<file path="src/rtl/sap1_pkg.sv">
// Shared definitions for the SAP-1 style fetch path: sequencer state
// encoding, opcode width and the halt opcode.
package sap1_pkg;

  localparam int OPCODE_W = 4;
  localparam logic [OPCODE_W-1:0] HLT_OPCODE = 4'hF;

  typedef enum logic [2:0] {
    IDLE    = 3'd0,
    T1_ADDR = 3'd1,
    T2_INC  = 3'd2,
    T3_LOAD = 3'd3,
    EXEC    = 3'd4,
    HALT    = 3'd5
  } state_t;

endpackage

</file>
<file path="src/rtl/program_counter.sv">
// Program counter: increments modulo 2**AddressWidth (15 -> 0 wraps
// silently), optional parallel load, asynchronous active-low clear.
// Load has priority over increment.
module program_counter #(
  parameter int AddressWidth = 4
) (
  input  logic                    i_clk,
  input  logic                    i_rst_n,
  input  logic                    i_inc,
  input  logic                    i_load,
  input  logic [AddressWidth-1:0] i_load_addr,
  output logic [AddressWidth-1:0] o_pc
);

  localparam logic [AddressWidth-1:0] PC_ONE = {{(AddressWidth-1){1'b0}}, 1'b1};

  logic [AddressWidth-1:0] r_pc;

  // Counter register: clear, load or increment.
  always_ff @(posedge i_clk or negedge i_rst_n) begin
    if (!i_rst_n) begin
      r_pc <= '0;
    end else if (i_load) begin
      r_pc <= i_load_addr;
    end else if (i_inc) begin
      r_pc <= r_pc + PC_ONE;
    end
  end

  assign o_pc = r_pc;

endmodule

</file>
<file path="src/rtl/fetch_sequencer.sv">
// Instruction fetch sequencer: IDLE -> T1_ADDR -> T2_INC -> T3_LOAD -> EXEC,
// or HALT when the captured opcode is HLT. Optional feature macro:
// FETCH_JUMP_EN adds i_jump / i_jump_addr, which reload the PC in EXEC.
//
// Handshake: o_ir_valid=1 means o_ir holds an unconsumed instruction and
// stays high with o_ir stable until the execute stage answers with
// i_exec_done=1 (ready); the transfer completes on the edge where both are 1.
// i_exec_done is ignored whenever o_ir_valid is 0.
module fetch_sequencer
  import sap1_pkg::*;
#(
  parameter int AddressWidth = 4,
  parameter int WordWidth    = 8
) (
  input  logic                    i_clk,
  input  logic                    i_rst_n,
  input  logic                    i_run,
  input  logic [WordWidth-1:0]    i_word,
  input  logic                    i_exec_done,
`ifdef FETCH_JUMP_EN
  input  logic                    i_jump,
  input  logic [AddressWidth-1:0] i_jump_addr,
`endif
  output logic [AddressWidth-1:0] o_mar,
  output logic                    o_er,
  output logic [WordWidth-1:0]    o_ir,
  output logic [OPCODE_W-1:0]     o_opcode,
  output logic [AddressWidth-1:0] o_operand,
  output logic                    o_ir_valid,
  output logic [AddressWidth-1:0] o_pc,
  output logic                    o_halted
);

  state_t                  r_state;
  state_t                  w_next_state;
  logic [AddressWidth-1:0] r_mar;
  logic [WordWidth-1:0]    r_ir;
  logic                    r_er;
  logic                    r_ir_valid;
  logic                    r_halted;
  logic [AddressWidth-1:0] w_pc;
  logic                    w_pc_inc;
  logic                    w_pc_load;
  logic [AddressWidth-1:0] w_pc_load_addr;
  logic                    w_hlt_word;

  assign w_hlt_word = (i_word[WordWidth-1 -: OPCODE_W] == HLT_OPCODE);
  assign w_pc_inc   = (r_state == T2_INC);

`ifdef FETCH_JUMP_EN
  // A jump taken together with i_exec_done lands in the PC before T1_ADDR
  // copies it to the MAR, so the next fetch reads the jump target.
  assign w_pc_load      = (r_state == EXEC) && i_jump;
  assign w_pc_load_addr = i_jump_addr;
`else
  assign w_pc_load      = 1'b0;
  assign w_pc_load_addr = '0;
`endif

  program_counter #(
    .AddressWidth(AddressWidth)
  ) u_pc (
    .i_clk      (i_clk),
    .i_rst_n    (i_rst_n),
    .i_inc      (w_pc_inc),
    .i_load     (w_pc_load),
    .i_load_addr(w_pc_load_addr),
    .o_pc       (w_pc)
  );

  // State register.
  always_ff @(posedge i_clk or negedge i_rst_n) begin
    if (!i_rst_n) begin
      r_state <= IDLE;
    end else begin
      r_state <= w_next_state;
    end
  end

  // Next-state logic; once a fetch starts it runs to EXEC regardless of i_run.
  always_comb begin
    w_next_state = r_state;
    case (r_state)
      IDLE:    if (i_run) w_next_state = T1_ADDR;
      T1_ADDR: w_next_state = T2_INC;
      T2_INC:  w_next_state = T3_LOAD;
      T3_LOAD: w_next_state = w_hlt_word ? HALT : EXEC;
      EXEC:    if (i_exec_done) w_next_state = i_run ? T1_ADDR : IDLE;
      HALT:    w_next_state = HALT;
      default: w_next_state = IDLE;
    endcase
  end

  // Registered datapath and status outputs, decoded from the next state so
  // that o_er is glitch-free and covers exactly T2_INC and T3_LOAD.
  always_ff @(posedge i_clk or negedge i_rst_n) begin
    if (!i_rst_n) begin
      r_mar      <= '0;
      r_ir       <= '0;
      r_er       <= 1'b0;
      r_ir_valid <= 1'b0;
      r_halted   <= 1'b0;
    end else begin
      r_er       <= (w_next_state == T2_INC) || (w_next_state == T3_LOAD);
      r_ir_valid <= (w_next_state == EXEC);
      r_halted   <= (w_next_state == HALT);
      if (r_state == T1_ADDR) r_mar <= w_pc;
      if (r_state == T3_LOAD) r_ir <= i_word;
    end
  end

  assign o_mar      = r_mar;
  assign o_er       = r_er;
  assign o_ir       = r_ir;
  assign o_opcode   = r_ir[WordWidth-1 -: OPCODE_W];
  assign o_operand  = r_ir[AddressWidth-1:0];
  assign o_ir_valid = r_ir_valid;
  assign o_pc       = w_pc;
  assign o_halted   = r_halted;

endmodule
</file>
<file path="config.mk">
export PLATFORM = sky130hd
export DESIGN_NAME = fetch_sequencer
export DESIGN_NICKNAME = d
export VERILOG_FILES = /design/src/rtl/sap1_pkg.sv /design/src/rtl/program_counter.sv /design/src/rtl/fetch_sequencer.sv
export SDC_FILE = /design/constraint.sdc
export NUM_CORES = 1
export LEC_CHECK = 0
export CAP_MARGIN = 15
export CELL_PAD_IN_SITES_DETAIL_PLACEMENT = 1
export CELL_PAD_IN_SITES_GLOBAL_PLACEMENT = 2
export CORE_MARGIN = 2
export CORE_UTILIZATION = 26
export CTS_BUF_LIST = sky130_fd_sc_hd__clkbuf_8 sky130_fd_sc_hd__clkbuf_16
export CTS_CLUSTER_SIZE = 16
export DETAILED_ROUTE_END_ITERATION = 8
export GPL_ROUTABILITY_DRIVEN = 0
export GPL_TIMING_DRIVEN = 0
export PLACE_DENSITY_LB_ADDON = 0.1
export SYNTH_ARGS = -nofsm -noshare
export SYNTH_HDL_FRONTEND = slang
export SYNTH_HIERARCHICAL = 1
export SYNTH_SLANG_ARGS = --single-unit
</file>
<file path="constraint.sdc">
create_clock -name i_clk -period 2.01 [get_ports i_clk]
set_input_delay 0.201 -clock i_clk [delete_from_list [all_inputs] [get_ports i_clk]]
set_output_delay 0.201 -clock i_clk [all_outputs]
set_load 0.02 [all_outputs]
</file>
Yosys cells after proc, flatten, opt, wreduce, memory -nomap -nowiden --
Cells that the tools add are included.
Word-level totals: register bits after elaboration 22, bits of input ports 12, output and inout port bits 27, logic and storage cells 25
Operators by class: reductions and logical operators 2, muxes and demuxes 5, eq/ne operators 10, $add $sub $neg 1
Operators with widths (count):
- $pmux 3 s6 | 1
- $eq 3x2->1 const B | 4
- $eq 3x3->1 const B | 4
- $mux 3 | 2
- $add 4x1->4 const B | 1
- $eq 4x4->1 const B | 1
- $eq 3x1->1 const B | 1
- $logic_not 3->1 | 1
- $mux 1 | 2
- $logic_or 1x1->1 | 1

Longest topological paths before layout --
Gate-level depths: netlist of the first run.
depth in word-level cells 5, mapped depth 5, gate-level depth less buffers 5

Cells and area by module --
The synthesis of the first run kept the hierarchy.
By module, submodules not included:
- fetch_sequencer | sequential area each 450.4 sq um, times used 1, cells an instance 62, area each 782.0 sq um
- program_counter | sequential area each 100.1 sq um, times used 1, cells an instance 18, area each 202.7 sq um

Least setup slack after synthesis of the first run --
OpenSTA, ideal clock, no wires.
kind register to register, start register r_state[2], end register u_pc.r_pc[3], in the netlist u_pc/o_pc[3], stages on the path, launching flop included 6, slack 527 ps, clock period less this slack 1483 ps, library setup time 124 ps, arrival time 1359 ps, path buffers 0, data required time 1886 ps, cells stage by stage dfrtp_1 > nand2b_1 > nor2_1 > nand4_2 > xnor2_1 > mux2_2
Between the ends: longest elaborated chain between the ends 1
Ends and longest elaborated chain:
- start, declared | line fetch_sequencer.sv:34 | state_t r_state;
- start signal, assigned | line fetch_sequencer.sv:76 | r_state <= w_next_state;
- $eq 3x2->1 | line fetch_sequencer.sv:48 | assign w_pc_inc = (r_state == T2_INC);
- via w_pc_inc | line fetch_sequencer.sv:42 | logic w_pc_inc;
- end signal, assigned | line program_counter.sv:24 | r_pc <= i_load_addr;
- end signal, assigned | line program_counter.sv:26 | r_pc <= r_pc + PC_ONE;
- end, declared | line program_counter.sv:17 | logic [AddressWidth-1:0] r_pc;
The timed path passes the listed nets, and every way through them passes these cells. A chain may end at the register's enable or synchronous reset.

Worst setup path after layout of the first run --
Ends and elaborated chain as after synthesis.

==> impl_metrics.ini, run 1 <==
[sta]
setup_violations = 0
finalSetupTns_ps = 0
rsz0062_at_grt = no
holdWs_ps = 265
max_freq_mhz = 596
layout_min_cycle_time_ps = 1680
finalHoldViolCount = 0
fin_skew_ps = 1.51
maxSlewViolCount = 0
fin_crit_sh = 0.835

[clock_network]
cts_setup_buffers = 0
clockRootBuffer = clkbuf_8
clk_pin_slew_ps = 80
htreeDepth = 1
cts_tree = yes
cts_hold_buffers = 0
post_cts_resized = 0
clock_latency_ps = 250
numCtsBuffers = 3
cts_max_path_buffers = 2
cts.sinks = 22

[run]
cap_violations = 0

[worst_setup_path]
worstPathArrival_ps = 1820
critPathKind = reg2reg
end_kind = flop
path_max_fanout = 8
startpoint_type = flop
cp.required_ps = 2150

[grt]
grt-ovfl-total = 0
grt_pass1_vias = 797
grt_usage = 0.111
grt_max_degree = 23
grt_pass1_wl_um = 3720
antenna_found_initial = 0

[floorplanning]
fp.dieH_um = 65.5
die-area_um2 = 4300
core-area_um2 = 3660
rows = 22
start_util = 0.269
die_width_um = 65.5
io-pin-count = 39

[synth]
syn-cell-area_um2 = 985
synth_cells = 80
ys_warn_count = 6
ys_seq_area_frac = 0.559
ys_ff_latch = 22
syn_area_per_cell_um2 = 12.3
synth.distinct_cells = 23

[placement]
dp_hpwl_um = 1590
io_buffers = 38

[finish]
fill_cells = 410
area_growth_pct = 56.9
num_antenna_cells = 0
final_nets = 147
drive_gt1_frac = 0.233

[routing]
dr.pass1.iters = 2
via_per_inst = 4.12
post_drt_wl_per_cell_um = 11.7
drc_errors = 0
via_count = 746
drtIter0Drc = 11
routed_wl_um = 2110
ant_nets = 0

[pwr]
powerDensity_nw_per_um2 = 1620
p_leak_nw = 0.662
ir_drop_mv = 0.531

[worst_hold_path]
hp-class = in2async

[status]
status = finished, final reports clean
[registers in the layout (all words and copies together) (netlist names)]
| register | cells |
|---|---|
| r_state | 3 |
| o_halted | 1 |
| u_pc/o_pc | 4 |
| o_mar | 4 |
| o_ir_valid | 1 |
| o_er | 1 |
| o_ir | 8 |
[final timing paths]
path                                 start           end  slack [ps]  cells after the start
worst max-delay path            r_state[2]  u_pc/o_pc[3]         330                      5
worst min-delay path               i_rst_n       o_ir[0]         270                      1
worst max register to register  r_state[2]  u_pc/o_pc[3]         330                      5
worst min register to register    o_mar[0]      o_mar[0]         510                      1
max in group asynchronous          i_rst_n    r_state[2]        1310                      2
min in group i_clk                o_mar[0]      o_mar[0]         510                      1
[routing by layer]
metal  vias up  GRT usage  routed length (um)
met2        25      0.202                1070
met4         0     0.0313                  19
met3         2     0.0257                 115
met1       358      0.129                 908
li1        361          -                   -
met5         -          0                   0
[area by class of cell]
class,count,area (um2),area share
plain buffers,9,65.1,0.0421
clock buffers,4,55.1,0.0356
multi-input cells,59,407,0.263
flip-flops and latches,22,551,0.356
well taps,48,60.1,0.0389
repair buffers,39,408,0.264
[power breakdown]
part / internal [mW] / leakage [nW] / switching, mW
combinational: 0.783 / 0.367 / 0.616
sequential: 0.641 / 0.266 / 0.160
clock: 0.174 / 0.0288 / 0.133
total: 1.60 / 0.662 / 0.909
[metrics by stage]
stage	power (mW)	utilization	setup slack, ps	cell area, um2	std cells
3_3_place_gp	2.19	0.400	358	1460	176
5_1_grt	2.70	0.422	173	1550	181
3_5_place_dp	2.23	0.400	321	1460	176
4_1_cts	2.55	0.415	295	1520	180
6_report	2.51	0.422	331	1550	181
2_1_floorplan	1.60	-	527	1020	90
[worst max-delay path, cell delays in order, from the launching register on]
cell	delay (ps)
dfrtp_1	450
nand2b_1	220
nor2_1	320
nand4_2	170
xnor2_1	160
mux2_2	250
[logic make-up (layout without fill, tap and decap cells)]
family | count (synthesis) | in the layout | share of synthesized area
buf+inv | 9 | 52 | 0.0661
fa+ha+maj | 1 | 1 | 0.0127
flops | 22 | 22 | 0.559
simple gates | 21 | 21 | 0.117
xor+xnor | 4 | 4 | 0.0356
compound gates | 8 | 8 | 0.0470
mux | 14 | 14 | 0.159
other cells | 1 | 11 | 0.00381
[cell usage after synthesis]
master / n / area [um2]
nor2b_1: 1 / 6.26
a31o_2: 1 / 8.76
o21ai_0: 5 / 25.0
conb_1: 1 / 3.75
and2b_2: 1 / 8.76
nand2_1: 5 / 18.8
and2_2: 1 / 7.51
xnor2_1: 3 / 26.3
nand4_2: 1 / 12.5
buf_4: 8 / 60.1
mux2i_1: 1 / 10.0
buf_2: 1 / 5.00
dfrtp_1: 22 / 551
xor2_1: 1 / 8.76
nand4_1: 1 / 6.26
ha_1: 1 / 12.5
nand3b_1: 1 / 7.51
nor2_1: 6 / 22.5
nand2b_1: 3 / 18.8
a21oi_1: 1 / 5.00
o21bai_1: 1 / 7.51
or3_1: 1 / 6.26
mux2_2: 13 / 146
[cell usage in the layout, fill, tap and decap left out, drive strengths merged]
master         Yosys  layout
dfrtp             22      22
nand2b             3       3
o21ai              5       5
nand4              2       2
nand3b             1       1
o21bai             1       1
buf                9      10
a31o               1       1
mux2              13      13
xnor2              3       3
clkdlybuf4s50      0      38
nor2               6       6
mux2i              1       1
xor2               1       1
a21oi              1       1
and2b              1       1
ha                 1       1
or3                1       1
nor2b              1       1
conb               1      11
nand2              5       5
clkbuf             0       4
and2               1       1
No activity file was read; power rests on OpenSTA's default activity.
==> inputs of run 2 (changes only) <==
clock period = 1.6 ns   (was 2.01 ns; I/O delays follow)
==> impl_metrics.ini, run 2 (synthesis gave the netlist of run 1 again) <==
[worst_setup_path]
critPathKind = reg2out
cp.required_ps = 1440
cp_slowest_cell = clkdlybuf4s50_1
path_buf_inv = 1
cp.depth = 1
reg2regPathDepth = 5
crit_chain = clkdlybuf4s50_1
worstPathArrival_ps = 1330
slowest_delay_ps = 630
end_kind = output port
cpLargestDelayFamily = buffers and inverters
startpoint_type = flop
path_max_fanout = 5

[sta]
maxSlewViolCount = 0
fin_crit_sh = 0.930
holdWs_ps = 224
fin_skew_ps = 1.11
finalHoldViolCount = 0
layout_min_cycle_time_ps = 1490
setup_violations = 0
max_freq_mhz = 672
rsz0062_at_grt = no

[clock_network]
numCtsBuffers = 3
cts.sinks = 22
clock_latency_ps = 250
clockRootBuffer = clkbuf_8
cts_max_path_buffers = 2
cts_setup_buffers = 0
cts_tree = yes
clk_pin_slew_ps = 80
cts_hold_buffers = 0
htreeDepth = 1

[pwr]
power_switching_mw = 1.16
p_int_mw = 2.02
pwr-share-clk = 0.121
seq_power_share = 0.320
power.total_mw = 3.19
ir_drop_mv = 0.707
pwr-share-comb = 0.558
p_leak_nw = 0.661
powerDensity_nw_per_um2 = 2040
sw_frac_of_total = 0.365

[routing]
drc_errors = 0
dr.pass1.iters = 2
via_count = 752
via_per_inst = 4.15
ant_nets = 0
post_drt_wl_per_cell_um = 11.7
routed_wl_um = 2120
drtIter0Drc = 8

[floorplanning]
core-area_um2 = 3660
start_util = 0.269
fp.dieH_um = 65.5
rows = 22
die-area_um2 = 4300
die_width_um = 65.5
io-pin-count = 39

[grt]
grt_pass1_vias = 798
grt_usage = 0.112
grt-ovfl-total = 0
grt_pass1_wl_um = 3750
grt_max_degree = 23
antenna_found_initial = 0

[finish]
largest_reg_flops = 8
num_antenna_cells = 0
fin_util = 0.426
area_growth_pct = 58.3
final_common_cell = clkdlybuf4s50_1
seqCellArea_um2 = 552
final_cell_mix = clkdlybuf4s50_1 (38), dfrtp_1 (21), mux2_2 (13), conb_1 (11), buf_4 (8)
final_nets = 147
multi_input_area_um2 = 419
drive_gt1_frac = 0.263
fill_cells = 408

[placement]
io_buffers = 38
dp_hpwl_um = 1590

[worst_hold_path]
hp-class = in2async

[status]
status = finished, final reports clean

[run]
cap_violations = 0
run 2: power groups by stage:
stage	clock network [mW]	logic [mW]	registers, mW
after floorplan	0	0.760	1.25
after global placement	0	1.74	1.01
after detailed placement	0	1.77	1.02
after CTS	0.419	1.79	1.02
after global routing	0.443	1.91	1.08
final	0.386	1.78	1.02
run 2: metrics by stage:
step	setup slack (ps)	cell area [um2]	cells	TNS, ps
after global routing	7.08	1560	181	0
after CTS	59.9	1530	180	0
final	112	1560	181	0
after floorplan	117	1020	90	0
after detailed placement	-89.2	1460	176	-89.2
after global placement	-52.2	1460	176	-52.2
run 2: per-layer routing:
metal  wire (um)  up-vias  track usage
met4          19        0       0.0313
met1         912      365        0.131
met2        1070       25        0.202
li1            -      360            -
met3         115        2       0.0257
met5           0        -            0
run 2: final timing paths:
path	startpoint	end	slack, ps
min in group i_clk	o_mar[0]	o_mar[0]	510
max in group asynchronous	i_rst_n	r_state[2]	930
worst min register to register	o_mar[0]	o_mar[0]	510
worst max register to register	r_state[2]	u_pc/o_pc[3]	120
worst max-delay path	u_pc/o_pc[0]	o_pc[0]	110
worst min-delay path	i_rst_n	o_ir[0]	220
run 2: area by class of cell:
type	instances	area share
well taps	48	0.0385
repair buffers	39	0.262
multi-input cells	59	0.269
clock buffers	4	0.0353
plain buffers	9	0.0417
flip-flops and latches	22	0.354
run 2: what timing repair did:
action	CTS	global route
gates resized for setup	2	3
endpoints found under the setup margin	1	3
cloned	0	0
pin swaps	0	0
